--- config.mk ---
export PLATFORM = sky130hd
export DESIGN_NAME = io_out_buf
export DESIGN_NICKNAME = d
export VERILOG_FILES = /design/src/rtl/io_out_buf.sv
export SDC_FILE = /design/constraint.sdc
export NUM_CORES = 1
export LEC_CHECK = 0
export ABC_AREA = 1
export CAP_MARGIN = 5
export CORE_UTILIZATION = 45
export DETAILED_ROUTE_END_ITERATION = 10
export GPL_TIMING_DRIVEN = 0
export PLACE_DENSITY = 0.71
export SYNTH_ARGS = -nofsm -noshare
export SYNTH_HDL_FRONTEND = slang
export SYNTH_SLANG_ARGS = --single-unit
--- constraint.sdc ---
create_clock -name clk -period 2.6 [get_ports clk]
set_input_delay 0.52 -clock clk [delete_from_list [all_inputs] [get_ports clk]]
set_output_delay 0.52 -clock clk [all_outputs]
set_load 0.02 [all_outputs]
--- src/rtl/io_out_buf.sv ---
// -----------------------------------------------------------------------------
// io_out_buf
//
// Output buffer between a processor's output port and a downstream consumer.
// Each processor output strobe pushes an {addr_out, io_out} pair into a
// DEPTH-entry circular FIFO. The head entry is presented first-word-fall-
// through on m_data/m_addr with a valid/ready handshake. Writes arriving
// while the FIFO is full, with no read in the same cycle, are dropped and
// recorded in a sticky overflow flag.
//
// Parameters
//   NBMANT  mantissa width of the processor data word
//   NBEXPO  exponent width; data word width W = NBMANT + NBEXPO + 1
//   NUIOOU  number of processor output addresses; address width A = clog2
//   DEPTH   FIFO entries (power of two, at least 2)
//
// Ports
//   clk       clock, all state updates on the rising edge
//   rst       synchronous active-low reset
//   io_out    processor output data word (W)
//   addr_out  processor output port address (A)
//   out_en    processor output strobe, one write per cycle high
//   ovf_clr   clears the sticky overflow flag
//   m_data    data at FIFO head (W)
//   m_addr    address at FIFO head (A)
//   m_valid   head holds a valid entry
//   m_ready   downstream accepts the head entry
//   full      FIFO holds DEPTH entries
//   count     number of stored entries
//   ovf       sticky flag: at least one write was dropped
// -----------------------------------------------------------------------------
module io_out_buf #(
  parameter int NBMANT = 16,
  parameter int NBEXPO = 6,
  parameter int NUIOOU = 8,
  parameter int DEPTH  = 8,
  localparam int W  = NBMANT + NBEXPO + 1,
  localparam int A  = $clog2(NUIOOU),
  localparam int PW = $clog2(DEPTH),
  localparam int CW = PW + 1
) (
  input  logic          clk,
  input  logic          rst,
  input  logic [W-1:0]  io_out,
  input  logic [A-1:0]  addr_out,
  input  logic          out_en,
  input  logic          ovf_clr,
  output logic [W-1:0]  m_data,
  output logic [A-1:0]  m_addr,
  output logic          m_valid,
  input  logic          m_ready,
  output logic          full,
  output logic [CW-1:0] count,
  output logic          ovf
);

  // Storage and control state.
  logic [W-1:0]  data_q [DEPTH];
  logic [W-1:0]  data_d [DEPTH];
  logic [A-1:0]  addr_q [DEPTH];
  logic [A-1:0]  addr_d [DEPTH];
  logic [PW-1:0] wp_q, wp_d;
  logic [PW-1:0] rp_q, rp_d;
  logic [CW-1:0] count_q, count_d;
  logic          ovf_q, ovf_d;

  // Per-cycle decisions.
  logic not_empty;
  logic is_full;
  logic rd_en;
  logic wr_en;
  logic drop;

  always_comb begin
    // NOTE: every signal written here gets a default first, so no path
    // leaves a value unassigned and no latch is inferred.
    data_d  = data_q;
    addr_d  = addr_q;
    wp_d    = wp_q;
    rp_d    = rp_q;
    count_d = count_q;
    ovf_d   = ovf_q;

    not_empty = (count_q != '0);
    is_full   = (count_q == CW'(DEPTH));

    // A read frees a slot at the same edge, so a full FIFO can still accept
    // a write when the head is being taken. An empty FIFO never bypasses:
    // m_ready with no valid head is simply ignored.
    rd_en = not_empty && m_ready;
    wr_en = out_en && (!is_full || rd_en);
    drop  = out_en && !wr_en;

    if (wr_en) begin
      data_d[wp_q] = io_out;
      addr_d[wp_q] = addr_out;
      wp_d         = wp_q + PW'(1);  // power-of-two depth wraps naturally
    end

    if (rd_en) begin
      rp_d = rp_q + PW'(1);
    end

    unique case ({wr_en, rd_en})
      2'b10:   count_d = count_q + CW'(1);
      2'b01:   count_d = count_q - CW'(1);
      default: count_d = count_q;
    endcase

    // A drop in the same cycle as a clear must stay visible.
    if (drop) begin
      ovf_d = 1'b1;
    end else if (ovf_clr) begin
      ovf_d = 1'b0;
    end
  end

  // NOTE: state is updated with non-blocking assignments so every flop
  // samples the pre-edge value of every other flop.
  always_ff @(posedge clk) begin
    if (!rst) begin
      wp_q    <= '0;
      rp_q    <= '0;
      count_q <= '0;
      ovf_q   <= 1'b0;
      // NOTE: the storage array is reset as well, because the head outputs
      // must read zero after reset; this keeps it in flops rather than RAM.
      for (int i = 0; i < DEPTH; i++) begin
        data_q[i] <= '0;
        addr_q[i] <= '0;
      end
    end else begin
      wp_q    <= wp_d;
      rp_q    <= rp_d;
      count_q <= count_d;
      ovf_q   <= ovf_d;
      for (int i = 0; i < DEPTH; i++) begin
        data_q[i] <= data_d[i];
        addr_q[i] <= addr_d[i];
      end
    end
  end

  // Outputs depend only on state: storage/rp for the head, count for flags.
  assign m_data  = data_q[rp_q];
  assign m_addr  = addr_q[rp_q];
  assign m_valid = (count_q != '0);
  assign full    = (count_q == CW'(DEPTH));
  assign count   = count_q;
  assign ovf     = ovf_q;

endmodule

==> results by group, run 1 <==
Run status
  • Status: completed

Worst setup path
  • CP max stage cell: dfxtp_1
  • WP buf/inv: 3
  • Critical path type: register to primary output
  • Setup crit start kind: register
  • CP Data Arrival Time: a little over 2 ns
  • CP peak stage delay: about 0.35 ns
  • Crit-path leading delay family: buffers and inverters
  • Critical path endpoint category: primary output
  • Worst path cell trace: buf_6 -> clkbuf_2 -> a21oi_1 -> o21ai_0 -> nand2_1 -> o21a_1 -> buf_4
  • Critical R2R Launch: count[0]
  • R2r worst-path depth: 12
  • Crit path max fanout: 10
  • R2r setup slk: 0.37 ns
  • FF-to-FF End: count[3]
  • Worst EP required: 2.08 ns

Placed design
  • I/O Buffers: 36
  • Gpl congestion: 0.894
  • DP Area: 11,900 µm²
  • Pre-CTS WS: -0.499 ns
  • Final HPWL DP: 24,500 µm

Route
  • Iter 0 DRT Violations: 884
  • Vias per cell: roughly 5.0
  • Residual DRC: 0
  • Iteration count of the initial detailed-routing pass: 5
  • Routed WL per cell: 15.5 µm
  • Final wirelength: 33,800 µm
  • Antenna-violating nets left: 0
  • Via count: between 10,000 and 15,000

Logic synthesis
  • Synth warn: 0
  • Multiplexer share of the synthesized area: 0%
  • Post-synth EDFFs: 0
  • Synth Area in Simple Gates: 32.9%
  • Most used DFF post-synth: dfxtp_1
  • Sequential fraction of the synthesis area: 39.5%
  • Post-synth cell types: 28
  • Yosys reg bits: 219
  • Mapped cell area: 11,100 µm²
  • Compound-Gate Fraction of Synth Area: 11.8%
  • Syn Nets: 1,806
  • Xor/xnor share of the synthesized area: 0.236%
  • Post-Syn Instances: 1,769
  • Avg Cell Area, Syn: 6.28 µm²
  • Ys async rst share: 0%
  • Adder-Cell Fraction of Synth Area: less than 1%
  • Largest family of logic cells by synthesized area: simple AND/OR/NAND/NOR gates

Cells and area
  • Area growth, synth to finish: 15.1%
  • Fin nets: 1,870
  • Fin area: 12,800 µm²
  • Layout cells sized above 1: 10.3%
  • Number of diodes: 0

Clock network
  • Clock sink count: 219
  • Worst-Skew Late Latency: 0.52 ns
  • CTS tree: done
  • Clk buf depth: 3
  • Clock H-tree levels: 1
  • Clock Pin Slew Worst Setup and Hold Paths: 0.06 ns
  • Clk root buf: clkbuf_16
  • CTS Buf Count: 25

Timing
  • Worst rel slew slack: around 53%
  • F_max: 0.389 GHz
  • Final setup margin: 0.0282 ns
  • Worst Clk Skew: 0.0125 ns
  • Final setup vio count: 0
  • Min cycle time layout: about 2.6 ns
  • RSZ-0062 raised after global routing: no
  • Tcrit/Tclk final: 98.9%
  • Final hold viol count: 0
  • Setup tns final: 0 ns
  • Hold slack: 0.346 ns
  • Final Max Slew Viols: 0
  • Worst-margin pin slew: 0.707 ns

Power
  • Power Density: between 800 and 900 nW/µm²
  • Final Power: ~0.011 W
  • VDD IR-drop max: 0.000452 V
  • Leak pwr: ~6.7 nW

Global route
  • Antenna violations before repair: 0
  • Largest net degree at the start of global routing: 13
  • First-pass GRT wire length: 53,100 µm
  • Vias in the first global route: 10,100
  • GRT Util Overall: 26.3%
  • Overflow left after global routing: 0

Min path
  • Hold/Removal Path Class: input pin to register
  • Hold depth: 3
  • Hold Path Sink: addr_q[8]
  • Hold path startpoint: addr_out[2]

Floorplanning
  • Row count: 57
  • Core Area: 24,200 µm²
  • Die Ht: 159 µm
  • Die ar.: between 20,000 and 30,000 µm²
  • Chip width: 159 µm
  • Effective utilization at floorplan: 45.8%
  • Io pins: 64

Job
  • Max cap viols: 0
logic make-up after synthesis:
group,count (synthesis)
DFF,219
and+or+nand+nor,933
xor gates and xnor gates,3
buffers and inverters,358
AOI/OAI and AO/OA,250
adders and majority gates,6
cell usage after synthesis, types with 2 or more instances:
library cell,n,area (µm²)
o21a_1,26,195
clkbuf_2,2,10.0
ha_1,5,62.6
clkbuf_1,37,139
nand3_1,30,150
dfxtp_1,219,4380
a21oi_1,113,566
buf_2,41,205
o21ai_1,2,10.0
inv_2,3,11.3
inv_1,223,837
buf_1,11,41.3
buf_4,16,120
nand3_4,7,123
nand2_1,462,1730
nor2_1,429,1610
o21ai_0,109,546
buf_6,23,259
xor2_1,2,17.5
flip-flops by register name (all words and copies together) (netlist names):
name and cells:
ovf 1, rp_q 3, addr_q 24, data_q 184, count 4, wp_q 3
worst min-delay path: stages:
cell    delay (ns)
buf_2         0.15
nor2_1        0.11
nor2_1        0.05
layout by cell type (no fill, tap or decap), drive strengths merged, types with 2 or more instances in the layout:
master         instances
clkinv                 5
buf                  120
clkbuf                76
nand2                462
o21ai                111
a21oi                113
dfxtp                219
o21a                  26
inv                  226
nand3                 37
xor2                   2
clkdlybuf4s50         10
ha                     5
bufinv                 3
nor2                 430
routing by layer:
metal	part of all wire [%]	up-vias	GRT usage (%)	wire [µm]
met3	7.3	92	3.54	2460
met1	42	4905	33.6	14300
met2	47	411	45.1	15900
met4	3.3	0	10.3	1130
li1	-	5424	-	-
met5	0	-	0	0
power by group:
part           switching, W  internal, W  total [W]
Sequential         0.000117      0.00355    0.00367
Combinational       0.00252      0.00139    0.00391
Clock               0.00144      0.00221    0.00365
cell type report:
cell class	instances	area [µm²]
clock inverters	7	114
inverters	227	860
flip-flops and latches	219	4390
clock buffers	38	724
repair buffers	38	280
multi-input cells	1192	5110
well taps	324	405
plain buffers	130	902
fillers	2415	11500
worst max-delay path by stage:
stage                             to  cells after the start  slack (ns)      from
after floorplan             count[3]                     12        0.39  count[0]
after global placement     m_addr[0]                      7       -0.49   rp_q[0]
after detailed placement   m_addr[0]                      7       -0.50   rp_q[0]
after CTS                  m_addr[0]                      9      0.0002   rp_q[0]
after global routing      m_data[11]                      5      0.0003   rp_q[2]
final                      m_data[9]                      7        0.03   rp_q[1]
per-stage QoR:
stage	instances	utilization, %
6_report	2175	52.7
5_1_grt	2175	52.7
4_1_cts	2176	52.6
3_5_place_dp	2129	49.0
3_3_place_gp	2129	49.0
2_1_floorplan	1769	-
what timing repair did:
item                                    in CTS  in global routing
pin swaps                                    0                  1
hold buffers                                 0                  0
resized for setup                          183                 30
buffers inserted                             2                  0
endpoints found under the setup margin      26                 25
(Power assumes the default switching activity.)
==> run 2: changes to the inputs <==
--- a/config.mk
+++ b/config.mk
@@ -10,7 +10,7 @@
 export CORE_UTILIZATION = 45
 export DETAILED_ROUTE_END_ITERATION = 10
 export GPL_TIMING_DRIVEN = 0
-export PLACE_DENSITY = 0.71
+export SLEW_MARGIN = 20
 export SYNTH_ARGS = -nofsm -noshare
 export SYNTH_HDL_FRONTEND = slang
 export SYNTH_SLANG_ARGS = --single-unit
==> run 2 against run 1 <==
The flow now finishes with violations (setup timing). Count of clock-buffer cells in the layout is 1 higher. Clock power decreased by 2%. Via count fell by 3.0%. Maximum frequency is 1.1% lower. Sequential power is essentially flat. Sequential share of layout area barely moved. First-iteration DRC count shrank 11%. Global-route usage is 1.1 points higher. Power decreased by 0.69%. Routed wire length is 1.9% higher. Die area is the same. Largest power group unchanged.
==> results by group, run 2 (synthesis gave the netlist of run 1 again) <==
Worst setup path
  • Worst EP required: 2.08 ns
  • Critical path endpoint category: primary output
  • Critical path launch point: rp_q[0]
  • CP peak stage delay: 0.39 ns
  • Crit path max fanout: 10
  • Setup crit start kind: register
  • Critical path type: register to primary output
  • Worst path cell trace: buf_4 -> clkbuf_4 -> a21oi_1 -> o21ai_0 -> nand2_1 -> o21a_1 -> buf_2
  • Crit-path leading delay family: buffers and inverters
  • CP max stage cell: dfxtp_4
  • CP Data Arrival Time: between 2 and 2.5 ns
  • Critical R2R Launch: count[0]
  • WP buf/inv: 3

Floorplanning
  • Io pins: 64
  • Die ar.: ~25,000 µm²
  • Row count: 57
  • Effective utilization at floorplan: between 40% and 50%
  • Chip width: about 160 µm
  • Core Area: 24,200 µm²
  • Die Ht: 159 µm

Placed design
  • Final HPWL DP: 25,200 µm
  • I/O Buffers: 36
  • Pre-CTS WS: -0.476 ns
  • DP Area: between 10,000 and 15,000 µm²
  • Gpl congestion: 0.843

Global route
  • Antenna violations before repair: 0
  • Met3 Use GR: under 10%
  • First-pass GRT wire length: 54,400 µm
  • Vias in the first global route: ~9,900
  • GRT Util Overall: between 20% and 30%
  • Largest net degree at the start of global routing: 13
  • Global routing met2 resource utilization: between 40% and 50%
  • GR Layer Usage met1: a little under two fifths
  • Overflow left after global routing: 0
  • Most used routing layer: met2

Power
  • Final Power: 0.0111 W
  • Leak pwr: between 6 and 7 nW
  • Power Density: about 870 nW/µm²
  • VDD IR-drop max: 0.000600 V

Clock network
  • Worst-Skew Late Latency: 0.53 ns
  • Clk root buf: clkbuf_16
  • Clock Pin Slew Worst Setup and Hold Paths: 0.06 ns
  • CTS Buf Count: 26
  • Hold-fix buffers, CTS: 0
  • CTS tree: done
  • Clock sink count: 219
  • Clk buf depth: 3
  • Clock H-tree levels: 1

Cells and area
  • Filler Cell Count: 2,572
  • Fin nets: 1,870
  • Fin util: 52.6%
  • Max FFs per register: about 180
  • Number of diodes: 0
  • Area growth, synth to finish: 14.9%
  • Fin area: 12,800 µm²
  • Layout cells sized above 1: 10.4%
  • Largest register by flop count: data_q
  • Most frequent cells in the layout: 462 x nand2_1, 429 x nor2_1, 223 x inv_1, 218 x dfxtp_1, 111 x a21oi_1
  • Leading cell type in the layout, fill and taps excluded: nand2_1

Timing
  • F_max: 0.384 GHz
  • Hold slack: between 0.3 and 0.4 ns
  • Final setup margin: -0.00119 ns
  • Final Max Slew Viols: 0
  • Worst rel slew slack: 51.7%
  • Final hold viol count: 0
  • Tcrit/Tclk final: 100%
  • Worst-margin pin slew: 0.725 ns
  • Final setup vio count: 1
  • Worst Clk Skew: 0.0124 ns
  • Min cycle time layout: 2.60 ns
  • RSZ-0062 raised after global routing: yes

Route
  • Antenna-violating nets left: 0
  • Iteration count of the initial detailed-routing pass: 6
  • Routed WL per cell: 15.8 µm
  • Iter 0 DRT Violations: 785
  • Vias per cell: 4.83
  • Final wirelength: 34,500 µm
  • Via count: 10,500
  • Residual DRC: 0

Run status
  • Status: finished with violations
  • Failing checks: setup timing

Job
  • Max cap viols: 0

Min path
  • Hold/Removal Path Class: input pin to register
  • Hold path startpoint: io_out[22]
run 2: layer usage:
| layer | share of wire (%) | up-vias | wire length [µm] |
|---|---|---|---|
| met4 | 2.1 | 0 | 712 |
| li1 | - | 5425 | - |
| met3 | 5.8 | 48 | 2010 |
| met2 | 46 | 282 | 15800 |
| met1 | 46 | 4753 | 15900 |
| met5 | 0 | - | 0 |
run 2: timing repair:
action                     in CTS  in global routing
hold endpoints to repair        0                  0
buffers inserted                0                  1
setup endpoints to repair      26                 24
gates resized for setup       163                 34
pin swaps                       0                  1
run 2: report_power, final:
| part | internal, W | total, W | leakage, nW | switching, W |
|---|---|---|---|---|
| registers | 0.00355 | 0.00367 | 1.78 | 0.000118 |
| clock network | 0.00211 | 0.00359 | 0.423 | 0.00147 |
| logic | 0.00136 | 0.00389 | 4.55 | 0.00253 |
| total | 0.00703 | 0.0111 | 6.76 | 0.00412 |
run 2: stage by stage:
step | cells | setup TNS [ns]
global placement | 2129 | -9.04
finish | 2175 | -0.00119
floorplan | 1769 | 0
detailed placement | 2129 | -9.09
CTS | 2174 | -0.00411
global route | 2175 | -0.000637
run 2: area by class of cell:
| cell class | instances | area (µm²) | share of cell area, % |
|---|---|---|---|
| clock buffer | 39 | 801 | 6.27 |
| multi-input combinational | 1192 | 5100 | 39.9 |
| timing repair buffer | 37 | 256 | 2.01 |
| tap | 324 | 405 | 3.18 |
| buffer | 130 | 918 | 7.19 |
| sequential | 219 | 4390 | 34.4 |
| inverter | 227 | 860 | 6.73 |
| clock inverter | 7 | 38.8 | 0.304 |
run 2: worst paths after layout:
check / depth (start not counted) / slack (ns) / end
worst max register to register: 12 / 0.34 / count[3]
worst max-delay path: 7 / -0.001 / m_data[9]
worst min register to register: 2 / 0.48 / ovf
worst min-delay path: 3 / 0.36 / data_q[137]
run 2: worst register-to-register path, delay by kind of cell (launching register included):
kind / cells / cell delay [ns]
and+or+nand+nor: 8 / 0.98
buffers and inverters: 1 / 0.20
DFF: 1 / 0.36
adders and majority gates: 2 / 0.54
AOI/OAI and AO/OA: 1 / 0.11
==> run 3: changes to the inputs <==
--- a/config.mk
+++ b/config.mk
@@ -7,6 +7,7 @@
 export LEC_CHECK = 0
 export ABC_AREA = 1
 export CAP_MARGIN = 5
+export CORE_MARGIN = 4
 export CORE_UTILIZATION = 45
 export DETAILED_ROUTE_END_ITERATION = 10
 export GPL_TIMING_DRIVEN = 0
==> run 3 against run 2 <==
The flow now finishes without violations. Non-clock buffer count unchanged. Flip-flop and latch count unchanged. Cell area increased by 0.16%. Register-to-register slack improved by 0.02 ns. Setup slack improved by 0.034 ns. Die area increased by 7.7%.
==> results by group, run 3 (synthesis gave the netlist of run 1 again) <==
Run status
  • Status: completed

Timing
  • Min cycle time layout: 2.57 ns
  • Worst Clk Skew: 0.0158 ns
  • RSZ-0062 raised after global routing: no
  • Final hold viol count: 0
  • Worst-margin pin slew: 0.687 ns
  • Worst rel slew slack: 54.2%
  • Setup tns final: 0 ns
  • Tcrit/Tclk final: 98.7%
  • F_max: 0.390 GHz
  • Final Max Slew Viols: 0
  • Final setup vio count: 0

Floorplanning
  • Die Ht: 165 µm
  • Row count: 57
  • Effective utilization at floorplan: 45.7%
  • Die ar.: 27,300 µm²
  • Core Area: 24,300 µm²
  • Io pins: 64
  • Chip width: 165 µm

Worst setup path
  • Setup crit start kind: register
  • R2r setup slk: about 0.36 ns
  • Critical path endpoint category: primary output
  • CP max stage cell: dfxtp_4
  • Critical path launch point: rp_q[0]
  • Worst path cell trace: inv_6 -> clkbuf_2 -> o21ai_0 -> nand2_1 -> o21a_1 -> buf_4
  • Crit path max fanout: 10
  • Critical Path Sink: m_data[18]
  • WP buf/inv: 3
  • R2r worst-path depth: 12
  • FF-to-FF End: count[3]
  • Crit-path leading delay family: compound AO/OA/AOI/OAI gates
  • Worst EP required: 2.08 ns
  • CP peak stage delay: 0.43 ns
  • Critical R2R Launch: count[0]
  • Critical path depth: 6
  • CP Data Arrival Time: 2.05 ns
  • Critical path type: register to primary output

Clock network
  • Clk buf depth: 3
  • Clk root buf: clkbuf_16
  • Clock H-tree levels: 1
  • CTS tree: done
  • Worst-Skew Late Latency: 0.52 ns
  • Clock Pin Slew Worst Setup and Hold Paths: approximately 0.060 ns
  • # Post-CTS Setup Buffers: 0
  • CTS Buf Count: 25
  • Clock sink count: 219

Placed design
  • Final HPWL DP: 25,400 µm
  • I/O Buffers: 36
  • Gpl congestion: ~0.85

Power
  • Comb pwr share: 35.9%
  • Leak pwr: between 6 and 7 nW
  • P_sw: 0.00411 W
  • VDD IR-drop max: approximately 0.00044 V
  • P_int: 0.00702 W
  • Power Density: roughly 870 nW/µm²
  • Sw Ratio: 37.0%
  • Clock power share: 31.1%
  • Sequential share of power: 33.0%

Cells and area
  • Multi-input gate area: 5110 µm²
  • Largest register by flop count: data_q
  • Storage cell area: 4390 µm²
  • Filler Cell Count: 2,509
  • Fin util: 52.6%
  • Max FFs per register: roughly 180
  • Most frequent cells in the layout: 462 x nand2_1, 429 x nor2_1, 223 x inv_1, 217 x dfxtp_1, 110 x a21oi_1
  • Number of diodes: 0
  • Leading cell type in the layout, fill and taps excluded: nand2_1
  • Area growth, synth to finish: 15.1%
  • Fin nets: ~1,900
  • Layout cells sized above 1: between 10% and 20%

Global route
  • GRT Util Overall: 25.2%
  • Overflow left after global routing: 0
  • Largest net degree at the start of global routing: 13
  • Vias in the first global route: around 10,000
  • First-pass GRT wire length: 53,800 µm
  • Antenna violations before repair: 0

Route
  • Residual DRC: 0
  • Antenna-violating nets left: 0
  • Final wirelength: 34,300 µm
  • Routed WL per cell: between 15 and 20 µm
  • Iter 0 DRT Violations: around 900
  • Vias per cell: 4.80
  • Iteration count of the initial detailed-routing pass: 7
  • Via count: 10,400

Job
  • Max cap viols: 0

Min path
  • Hold/Removal Path Class: input pin to register
[run 3: changes by cell type in the layout (fill, tap and decap cells not counted), sizes merged]
cell / change
clkbuf: -3
clkinv: +2
bufinv: +1
[run 3: stage by stage]
step	total power (W)	setup slack, ns	instances	instance area [µm²]	hold WS, ns
global placement	0.00757	-0.507	2129	11900	0.457
finish	0.0111	0.0328	2175	12800	0.363
CTS	0.0111	0.000233	2175	12700	0.353
global route	0.0117	0.00156	2175	12800	0.367
floorplan	0.00606	0.390	1769	11100	0.474
detailed placement	0.00759	-0.489	2129	11900	0.465
[run 3: timing repair]
action                                  in CTS  in global routing
gates cloned                                 0                  1
endpoints found under the hold margin        0                  0
hold buffers                                 0                  0
gates resized for setup                    185                 32
endpoints found under the setup margin      26                 26
pin swaps                                    0                  2
[run 3: worst min-delay path: cells and delay by family]
| family | cells | cell delay, ns |
|---|---|---|
| simple gates | 2 | 0.16 |
| buf+inv | 1 | 0.17 |
[run 3: final cells by class]
| type | instances | area share (%) |
|---|---|---|
| multi-input combinational | 1192 | 40.0 |
| sequential | 219 | 34.3 |
| buffer | 130 | 7.16 |
| inverter | 227 | 6.72 |
| clock buffer | 36 | 5.69 |
| tap | 324 | 3.17 |
| timing repair buffer | 37 | 2.32 |
| clock inverter | 10 | 0.616 |
[run 3: worst min path at each step]
stage | slack, ns | cells past startpoint | from | end
after floorplan | 0.47 | 2 | rp_q[2] | rp_q[2]
after global placement | 0.46 | 2 | ovf | ovf
after detailed placement | 0.46 | 2 | ovf | ovf
after CTS | 0.35 | 3 | addr_out[2] | addr_q[14]
after global routing | 0.37 | 3 | io_out[20] | data_q[181]
final | 0.36 | 3 | io_out[14] | data_q[106]
[run 3: power groups by stage]
stage	Sequential, W	Combinational [W]	Clock [W]
floorplan	0.00372	0.00234	0
global placement	0.00372	0.00385	0
detailed placement	0.00372	0.00387	0
CTS	0.00365	0.00388	0.00353
global route	0.00369	0.00432	0.00368
finish	0.00367	0.00399	0.00347
[run 3: layer usage]
metal | up-vias | global-route usage, % | wire (µm)
met5 | - | 0 | 0
met4 | 0 | 5.52 | 473
met3 | 41 | 3.28 | 2000
met2 | 266 | 41.9 | 15900
met1 | 4715 | 35.3 | 15900
li1 | 5422 | - | -
